`config.mk`:
```
export PLATFORM = sky130hd
export DESIGN_NAME = vga_timing_gen
export DESIGN_NICKNAME = d
export VERILOG_FILES = /design/src/rtl/vga_timing_gen.sv
export SDC_FILE = /design/constraint.sdc
export NUM_CORES = 1
export LEC_CHECK = 0
export ABC_AREA = 1
export CORE_MARGIN = 1
export CORE_UTILIZATION = 42
export CTS_BUF_LIST = sky130_fd_sc_hd__clkbuf_8
export DETAILED_ROUTE_END_ITERATION = 16
export PLACE_DENSITY = 0.62
export REMOVE_ABC_BUFFERS = 1
export SLEW_MARGIN = 10
export SYNTH_ARGS = -nofsm -noshare
export SYNTH_HDL_FRONTEND = slang
export SYNTH_SLANG_ARGS = --single-unit
```
`constraint.sdc`:
```
create_clock -name clk -period 2.85 [get_ports clk]
set_input_delay 0.57 -clock clk [delete_from_list [all_inputs] [get_ports clk]]
set_output_delay 0.57 -clock clk [all_outputs]
set_load 0.02 [all_outputs]
```
`src/rtl/vga_timing_gen.sv`:
```
// vga_timing_gen
// ---------------------------------------------------------------------------
// 640x480@60 Hz VGA raster timing generator running off the 100 MHz system
// clock. A clock divider produces a one-cycle pixel-advance strobe. The
// horizontal and vertical counters step on that strobe. Sync, visible-region
// and once-per-frame outputs are all registered.
//
// Ports
//   clk          in   system clock (100 MHz)
//   rst          in   synchronous, active-high reset
//   pix_en       out  one-clk pulse every CLK_DIV clocks (pixel advance)
//   hCount       out  horizontal pixel counter, 0..H_TOTAL-1
//   vCount       out  vertical line counter, 0..V_TOTAL-1
//   hSync        out  horizontal sync, active low
//   vSync        out  vertical sync, active low
//   bright       out  high while (hCount,vCount) is inside the visible region
//   frame_tick   out  one-clk pulse when the raster enters vertical blanking
//   frame_count  out  frames completed, wraps modulo 2^16
// ---------------------------------------------------------------------------
module vga_timing_gen #(
    parameter int CLK_DIV     = 4,
    parameter int H_TOTAL     = 800,
    parameter int H_SYNC      = 96,
    parameter int H_VIS_START = 144,
    parameter int H_VIS_END   = 784,
    parameter int V_TOTAL     = 525,
    parameter int V_SYNC      = 2,
    parameter int V_VIS_START = 35,
    parameter int V_VIS_END   = 515
) (
    input  logic        clk,
    input  logic        rst,
    output logic        pix_en,
    output logic [9:0]  hCount,
    output logic [9:0]  vCount,
    output logic        hSync,
    output logic        vSync,
    output logic        bright,
    output logic        frame_tick,
    output logic [15:0] frame_count
);

    // A divide-by-one still needs a one-bit counter that simply stays at 0.
    localparam int DIV_W = (CLK_DIV > 1) ? $clog2(CLK_DIV) : 1;

    localparam logic [DIV_W-1:0] DIV_LAST = DIV_W'(CLK_DIV - 1);
    localparam logic [9:0] H_LAST    = 10'(H_TOTAL - 1);
    localparam logic [9:0] V_LAST    = 10'(V_TOTAL - 1);
    localparam logic [9:0] H_SYNC_C  = 10'(H_SYNC);
    localparam logic [9:0] V_SYNC_C  = 10'(V_SYNC);
    localparam logic [9:0] H_VS_C    = 10'(H_VIS_START);
    localparam logic [9:0] H_VE_C    = 10'(H_VIS_END);
    localparam logic [9:0] V_VS_C    = 10'(V_VIS_START);
    localparam logic [9:0] V_VE_C    = 10'(V_VIS_END);

    logic [DIV_W-1:0] div;
    logic [DIV_W-1:0] div_nxt;
    logic             adv;
    logic [9:0]       h_nxt;
    logic [9:0]       v_nxt;
    logic             bright_nxt;
    logic             tick_nxt;

    // Next-state: divider, raster position and the flags derived from it.
    // Sync/bright/tick are decoded from the next position so that, once
    // registered, they line up with the hCount/vCount of the same cycle.
    always_comb begin
        adv     = (div == DIV_LAST);
        div_nxt = adv ? '0 : div + DIV_W'(1);
        h_nxt   = hCount;
        v_nxt   = vCount;
        if (adv) begin
            if (hCount == H_LAST) begin
                h_nxt = '0;
                v_nxt = (vCount == V_LAST) ? '0 : vCount + 10'd1;
            end else begin
                h_nxt = hCount + 10'd1;
            end
        end
        bright_nxt = (h_nxt >= H_VS_C) && (h_nxt < H_VE_C) &&
                     (v_nxt >= V_VS_C) && (v_nxt < V_VE_C);
        // Only the advancing edge can land on (0, V_VIS_END) for the first
        // time, so gating with adv yields a single-cycle pulse.
        tick_nxt   = adv && (h_nxt == '0) && (v_nxt == V_VE_C);
    end

    // Output registers. Reset wins over everything, including a pending tick.
    always_ff @(posedge clk) begin
        if (rst) begin
            div         <= '0;
            pix_en      <= 1'b0;
            hCount      <= '0;
            vCount      <= '0;
            hSync       <= 1'b0;   // (0,0) sits inside both sync pulses
            vSync       <= 1'b0;
            bright      <= 1'b0;
            frame_tick  <= 1'b0;
            frame_count <= '0;
        end else begin
            div        <= div_nxt;
            pix_en     <= adv;
            hCount     <= h_nxt;
            vCount     <= v_nxt;
            hSync      <= ~(h_nxt < H_SYNC_C);
            vSync      <= ~(v_nxt < V_SYNC_C);
            bright     <= bright_nxt;
            frame_tick <= tick_nxt;
            if (tick_nxt) begin
                frame_count <= frame_count + 16'd1;
            end
        end
    end

endmodule
```
# Word level (Yosys, flattened, before mapping)
# Cells that the tools add are included.
[totals]
wordCells = 37
register_bits = 43
output_inout_bits = 41
[classes]
eq_ne = 4
n_bitwise = 2
reduce_logical = 7
add_sub_neg = 4
n_mux = 5
magnitude_cmp = 6
[op_table]
columns = ["op", "count"]
rows = [
  ["$mux W10", 5],
  ["$eq A10 B10 Y1 const B", 3],
  ["$add A10 B1 Y10 const B", 2],
  ["$lt A10 B10 Y1 const B", 2],
  ["$add A16 B1 Y16 const B", 1],
  ["$ge A10 B6 Y1 const B", 1],
  ["$ge A10 B8 Y1 const B", 1],
  ["$logic_not A10 Y1", 1],
  ["$lt A10 B2 Y1 const B", 1],
  ["$lt A10 B7 Y1 const B", 1],
  ["$logic_and A1 B1 Y1", 5],
  ["$add A2 B1 Y2 const B", 1],
  ["$eq A2 B2 Y1 const B", 1],
  ["$not A1 Y1", 2],
  ["$reduce_or A2 Y1", 1],
]

# Depth between registers and ports, before layout
# Gate-level depths: netlist (run 1).
[logic_depth]
word_depth = 7
ltp_mapped = 16

# Worst setup path before layout (run 1)
# No wires, ideal clock.
[synth_timing]
path_kind = "reg2reg"
start = "register hCount[0]"
end = "register frame_count[14]"
path_buffers = 2
stages_incl_launch_ff = 13
t_arrival_ps = 1999
path_slack_ps = 718
t_required_ps = 2718
synth_period_minus_slack_ps = 2132
cell_sequence = "dfxtp_1 > ha_1 > nand4_2 > nor2_4 > buf_6 > nand2_1 > nand3_1 > nand2_1 > nor2_1 > nand3_2 > buf_4 > o21bai_1 > a21oi_1"
[synth_via]
elab_chain_cells = 6
elab_cells_between_ends = 10
classes_between = "add/sub: 1; eq/ne: 2; mux: 4; reduce/logical: 3"
[synth_rtl]
columns = ["item", "line", "text"]
rows = [
  ["start: declaration", "34", "output logic [9:0] hCount,"],
  ["start signal: assignment", "102", "hCount <= h_nxt;"],
  ["$add A10 B1 Y10 or $eq A10 B10 Y1 (tied branches)", "77, 73", ""],
  ["$mux W10", "73", "if (hCount == H_LAST) begin"],
  ["$mux W10", "72", "if (adv) begin"],
  ["$logic_not A10 Y1", "84", "tick_nxt = adv && (h_nxt == '0) && (v_nxt == V_VE_C);"],
  ["$logic_and A1 B1 Y1", "84", ""],
  ["$logic_and A1 B1 Y1 (*)", "84", ""],
  ["end signal: assignment", "109", "frame_count <= frame_count + 16'd1;"],
  ["end: declaration", "40", "output logic [15:0] frame_count"],
]
# Every way passes the cells marked *; elsewhere a longest branch is shown, timed or not.
# A chain may end at the register's enable or synchronous reset.

# Worst setup path in the final report (run 1)
[layout_timing]
start = "register hCount[0]"
end = "register frame_count[4]"
# The elaborated chain is that of the path after synthesis.

==> results of run 1 <==
==> routing by layer <==
| metal | vias up | track usage, % | wire length, µm |
|---|---|---|---|
| met5 | - | 0 | 0 |
| met4 | 0 | 6.43 | 92 |
| li1 | 1356 | - | - |
| met3 | 10 | 3.78 | 241 |
| met2 | 56 | 32.1 | 2800 |
| met1 | 1167 | 30.0 | 3250 |
==> cell usage after synthesis (all sizes together) <==
cell	count	area, µm²
and2	1	6.26
dfxtp	43	861
xor2	17	149
nor3	13	65.1
nor2	65	297
nor3b	2	15.0
o21bai	14	105
buf	7	57.5
nand4	10	68.8
o211ai	1	7.51
o21ai	4	20.0
inv	52	198
nor4	2	18.8
clkbuf	3	11.3
a21oi	19	95.1
ha	5	62.6
nand3	54	285
nand2	83	327
==> metrics by stage <==
stage          setup slack (ns)  utilization, %  std cells  instance area (µm²)
2_1_floorplan             0.646               -        385                 2580
3_3_place_gp              0.470            52.3        507                 3130
3_5_place_dp              0.478            52.3        507                 3130
4_1_cts                   0.463            54.2        515                 3240
5_1_grt                   0.197            54.2        515                 3240
6_report                  0.415            54.2        515                 3240
==> report_power, final <==
group          total, mW  internal (mW)  switching [mW]
Combinational     0.0670         0.0230          0.0441
Clock              0.486          0.261           0.225
Sequential         0.611          0.607         0.00409
Total               1.16          0.891           0.273
==> registers in the layout, indices dropped and copies added, names as in the netlist <==
name	cells
bright	1
div	2
frame_count	16
frame_tick	1
hCount	10
hSync	1
pix_en	1
vCount	10
vSync	1
==> cell type report <==
cell class | instances | area share, %
multi-input combinational | 290 | 46.9
sequential | 43 | 26.5
timing repair buffer | 47 | 14.1
inverter | 52 | 6.09
tap | 75 | 2.89
clock buffer | 5 | 2.12
clock inverter | 3 | 1.35
==> cell families (layout without fill, tap and decap cells) <==
family	Yosys count	after routing
compound gates	38	38
fa+ha+maj	5	5
buf+inv	62	107
xor+xnor	17	17
simple gates	230	230
flops	43	43
==> worst paths after layout <==
check             from              to  cells after the start
max reg2reg  hCount[0]  frame_count[4]                     12
min             div[0]          div[0]                      1
max          hCount[0]  frame_count[4]                     12
min reg2reg     div[0]          div[0]                      1
==> flow_metrics.env, run 1 <==
export IMPL_run_status="finished, final reports clean"
export IMPL_power_density_nw_per_um2=359
export IMPL_drive_gt1_share_pct=8.64
export IMPL_nNetsFinal=446
export IMPL_initial_core_util_pct=44.2
export IMPL_antenna_found_initial=0
export IMPL_clk_transition_reported_paths_ns=0.09
export IMPL_synth_cell_area_um2=2650
export IMPL_category_of_cells_accounting_for_the_largest_share_of_critical_path_delay="simple AND/OR/NAND/NOR gates"
export IMPL_power_total_mw=1.16
export IMPL_drt_antenna_violating_nets=0
export IMPL_core_um2=5990
export IMPL_timing_setup_tns_ns=0
export IMPL_cts_num_sinks=43
export IMPL_worst_path_max_fanout=16
export IMPL_hold_violations=0
export IMPL_drv_slew=0
export IMPL_dr_total_vias=2589
export IMPL_cts_hold_fix_buffers=0
export IMPL_r2r_slack_ns=0.42
export IMPL_final_fill_count=591
export IMPL_main_combinational_cell_family_by_area_after_synthesis="simple AND/OR/NAND/NOR gates"
export IMPL_place_congestion=0.870
export IMPL_grt_pass1_vias=2249
export IMPL_pin_count=43
export IMPL_worst_skew_pair_late_latency_ns=0.30
export IMPL_final_min_period_over_clock_period_pct=85.4
export IMPL_multi_input_gate_area_in_the_final_layout_um2=1520
export IMPL_yosys_area_share_adder_pct=2.36
export IMPL_irDropWorstVdd_mv=0.168
export IMPL_max_slew_margin_pct=74.3
export IMPL_layout_cells_most_common_list="nand2_1 (77), nor2_1 (54), nand3_1 (51)"
export IMPL_crit_path_category="flip-flop to flip-flop"
export IMPL_max_cap_violations=0
export IMPL_seqCellArea_um2=861
export IMPL_unrepaired_setup_endpoints_after_global_routing="no"
export IMPL_vias_per_cell=5.03
export IMPL_die_footprint_um2=6630
export IMPL_synthesis_yosys_warnings=0
export IMPL_drtPass1Iterations=4
export IMPL_synth_cell_type_count=29
export IMPL_yosys_area_share_simple_pct=40.9
export IMPL_final_setup_viol_count=0
export IMPL_grt_start_max_net_pins=21
export IMPL_leakagePower_nw=1.27
export IMPL_yosys_register_bits=43
export IMPL_numCtsBuffers=5
export IMPL_final_common_cell="nand2_1"
export IMPL_clockBufferDepth=2
export IMPL_synthMuxAreaShare_pct=0
export IMPL_wirelength_mm=6.39
export IMPL_drt_wirelength_per_cell_um=12.4
export IMPL_skew_ns=0.00393
export IMPL_post_route_drc_count=0
export IMPL_htreeDepth=2
export IMPL_setup_worst_path_end_class="flip-flop"
export IMPL_antenna_diode_count=0
export IMPL_critPathSlowestCell="dfxtp_1"
export IMPL_worst_ep_arrival_time_ns=2.63
export IMPL_tritoncts="done"
export IMPL_worst_path_buf_inv=0
export IMPL_postCtsResizedCells=0
export IMPL_grt_overflow_total=0
export IMPL_worst_slew_pin_transition_ns=0.383
export IMPL_crit_path_cell_trace="ha_1, nand2_1, nor2_4, nand3_1, nor2_2, nand2_1, nand2_1, nand2_1, nor2_1, nand3_2, o21bai_1, a21oi_1"
export IMPL_globalRouteTotalUtil_pct=21.1
export IMPL_avg_cell_area_syn_um2=6.71
export IMPL_part_of_the_yosys_area_used_for_sequential_elements_pct=32.5
export IMPL_finalWorstPathRequiredPeriod_ns=2.43
export IMPL_hp_class="flip-flop to flip-flop"
export IMPL_max_stage_delay_ns=0.40
export IMPL_placementRows=28
export IMPL_achievable_frequency_ghz=0.411
export IMPL_cells_after_synth=395
export IMPL_synth_compound_gate_area_share_pct=8.60
export IMPL_placement_io_buffers=42
export IMPL_post_dp_hpwl_mm=4.74
export IMPL_timing_hold_ws_ns=0.439
export IMPL_synth_xor_xnor_area_share_pct=5.62
export IMPL_critPathLaunchType="flip-flop"
export IMPL_grt_first_pass_wirelength_mm=10.6
export IMPL_postCtsSetupBuffers=0
export IMPL_critical_path_most_common_cell="nand2_1"
export IMPL_die_width_um=81.4
export IMPL_drtIter0Drc=105
export IMPL_timing_critical_path_required_ns=3.04
export IMPL_die_y_um=81.4
export IMPL_root_buffer="clkbuf_8"
export IMPL_syn_to_final_growth_pct=22.5
Power figures use the tool's default switching activity.
==> run 2, diff against run 1 <==
--- a/config.mk
+++ b/config.mk
@@ -6,11 +6,13 @@
 export NUM_CORES = 1
 export LEC_CHECK = 0
 export ABC_AREA = 1
+export CELL_PAD_IN_SITES_DETAIL_PLACEMENT = 2
+export CELL_PAD_IN_SITES_GLOBAL_PLACEMENT = 2
 export CORE_MARGIN = 1
-export CORE_UTILIZATION = 42
+export CORE_UTILIZATION = 30
 export CTS_BUF_LIST = sky130_fd_sc_hd__clkbuf_8
 export DETAILED_ROUTE_END_ITERATION = 16
-export PLACE_DENSITY = 0.62
+export PLACE_DENSITY = 0.79
 export REMOVE_ABC_BUFFERS = 1
 export SLEW_MARGIN = 10
 export SYNTH_ARGS = -nofsm -noshare
==> run 2 against run 1 <==
Effect of this change: die area grew 39%; clock skew is 0.0027 ns higher; worst hold slack gained 0.017 ns; power rose by 10%; global-route usage increased by 0.82 points; largest cell class unchanged; highest routed layer unchanged.
==> flow_metrics.env, run 2 (synthesis results as in run 1) <==
export IMPL_final_common_cell="nand2_1"
export IMPL_timing_setup_tns_ns=0
export IMPL_worst_slew_pin_transition_ns=0.541
export IMPL_die_y_um=96.0
export IMPL_irDropWorstVdd_mv=0.232
export IMPL_grt_most_used_layer="met2"
export IMPL_grt_first_pass_wirelength_mm=15.3
export IMPL_die_footprint_um2=9210
export IMPL_worst_skew_pair_late_latency_ns=0.31
export IMPL_run_status="finished, final reports clean"
export IMPL_max_cap_violations=0
export IMPL_max_stage_delay_ns=0.41
export IMPL_initial_core_util_pct=31.6
export IMPL_placementRows=33
export IMPL_crit_path_cell_trace="ha_1, nand2_1, nor2_4, nand3_1, nor2_2, nand2_1, nand2_1, nand2_1, nor2_1, nand3_4, o21bai_1, a21oi_1"
export IMPL_setup_worst_path_end_class="flip-flop"
export IMPL_top_registers="frame_count: 16 flops, hCount: 10 flops, vCount: 10 flops"
export IMPL_regMostFlops="frame_count"
export IMPL_drtIter0Drc=76
export IMPL_nNetsFinal=447
export IMPL_globalRouteTotalUtil_pct=21.9
export IMPL_htreeDepth=2
export IMPL_clk_transition_reported_paths_ns=0.10
export IMPL_worst_path_max_fanout=16
export IMPL_antenna_found_initial=0
export IMPL_core_um2=8380
export IMPL_placement_io_buffers=42
export IMPL_largest_register_ffs=16
export IMPL_final_min_period_over_clock_period_pct=89.0
export IMPL_numCtsBuffers=5
export IMPL_grt_pass1_vias=2981
export IMPL_tritoncts="done"
export IMPL_critPathSlowestCell="dfxtp_1"
export IMPL_worst_r2r_startpoint="hCount[1]"
export IMPL_drive_gt1_share_pct=9.07
export IMPL_unrepaired_setup_endpoints_after_global_routing="no"
export IMPL_vias_per_cell=5.10
export IMPL_finalWorstPathRequiredPeriod_ns=2.54
export IMPL_drtPass1Iterations=4
export IMPL_setup_ws_ns=0.314
export IMPL_critPathLaunchType="flip-flop"
export IMPL_clockBufferDepth=2
export IMPL_groute_layer_met3_usage_pct=3.63
export IMPL_drv_slew=0
export IMPL_hold_violations=0
export IMPL_max_slew_margin_pct=63.8
export IMPL_layout_cells_most_common_list="nand2_1 (77), nor2_1 (54), nand3_1 (51)"
export IMPL_root_buffer="clkbuf_8"
export IMPL_post_dp_hpwl_mm=7.09
export IMPL_drt_wirelength_per_cell_um=17.2
export IMPL_cts_num_sinks=43
export IMPL_final_setup_viol_count=0
export IMPL_pin_count=43
export IMPL_critical_path_most_common_cell="nand2_1"
export IMPL_worstSetupStartpoint="hCount[1]"
export IMPL_grt_overflow_total=0
export IMPL_cts_hold_fix_buffers=0
export IMPL_hp_class="flip-flop to flip-flop"
export IMPL_die_width_um=96.0
export IMPL_skew_ns=0.00666
export IMPL_wirelength_mm=9.39
export IMPL_drt_antenna_violating_nets=0
export IMPL_placement_setup_worst_slack_ns=0.273
export IMPL_achievable_frequency_ghz=0.394
export IMPL_syn_to_final_growth_pct=25.9
export IMPL_use_met2_pct=38.9
export IMPL_post_route_drc_count=0
export IMPL_crit_path_category="flip-flop to flip-flop"
export IMPL_power_density_nw_per_um2=386
export IMPL_timing_critical_path_required_ns=3.03
export IMPL_leakagePower_nw=1.29
export IMPL_dr_total_vias=2787
export IMPL_worst_ep_arrival_time_ns=2.72
export IMPL_antenna_diode_count=0
export IMPL_place_congestion=0.792
export IMPL_groute_layer_met1_usage_pct=27.2
export IMPL_grt_start_max_net_pins=21
export IMPL_worstHoldStart="div[0]"
## run 2: changes by cell type in the layout (fill, tap and decap cells not counted), sizes merged
cell      change
buf           +1
bufinv        +1
clkinv        -2
clkinvlp      +1
## run 2: final timing paths
kind	to	slack, ns	depth (start not counted)
worst min register to register	div[0]	0.46	1
worst max-delay path	frame_count[2]	0.31	12
worst max register to register	frame_count[2]	0.31	12
worst min-delay path	div[0]	0.46	1
## run 2: final cells by class
| cell class | count | area [µm²] |
|---|---|---|
| clock buffer | 5 | 68.8 |
| multi-input combinational | 290 | 1530 |
| inverter | 52 | 198 |
| timing repair buffer | 48 | 478 |
| tap | 105 | 131 |
| fill | 1007 | 5050 |
| sequential | 43 | 861 |
| clock inverter | 3 | 67.6 |
## run 2: what timing repair did
action                                 CTS  global route
gates resized for setup                  0             2
endpoints found under the hold margin    0             0
setup endpoints to repair                0             7
buffers inserted                         0             1
## run 2: per-stage QoR
stage | instance area (µm²) | hold WS, ns | cells | total power, mW | util (%)
2_1_floorplan | 2580 | 0.400 | 385 | 0.660 | -
3_3_place_gp | 3170 | 0.412 | 537 | 0.696 | 37.8
3_5_place_dp | 3170 | 0.422 | 537 | 0.699 | 37.8
4_1_cts | 3310 | 0.439 | 545 | 1.30 | 39.4
5_1_grt | 3340 | 0.461 | 546 | 1.33 | 39.8
6_report | 3340 | 0.456 | 546 | 1.29 | 39.8
## run 2: power breakdown
group / switching [mW] / internal [mW]
combinational: 0.0516 / 0.0245
sequential: 0.00503 / 0.607
clock: 0.249 / 0.350
## run 2: routing by layer
layer  routed length (µm)  part of all wire [%]
met4                  140                   1.5
met1                 4280                    46
met2                 4720                    50
met5                    0                     0
met3                  260                   2.8
## run 2: critical path: cells and delay by family (launching register included)
| family | cells | cell delay (ns) |
|---|---|---|
| simple gates | 9 | 1.39 |
| fa+ha+maj | 1 | 0.28 |
| compound gates | 2 | 0.31 |
| flops | 1 | 0.41 |
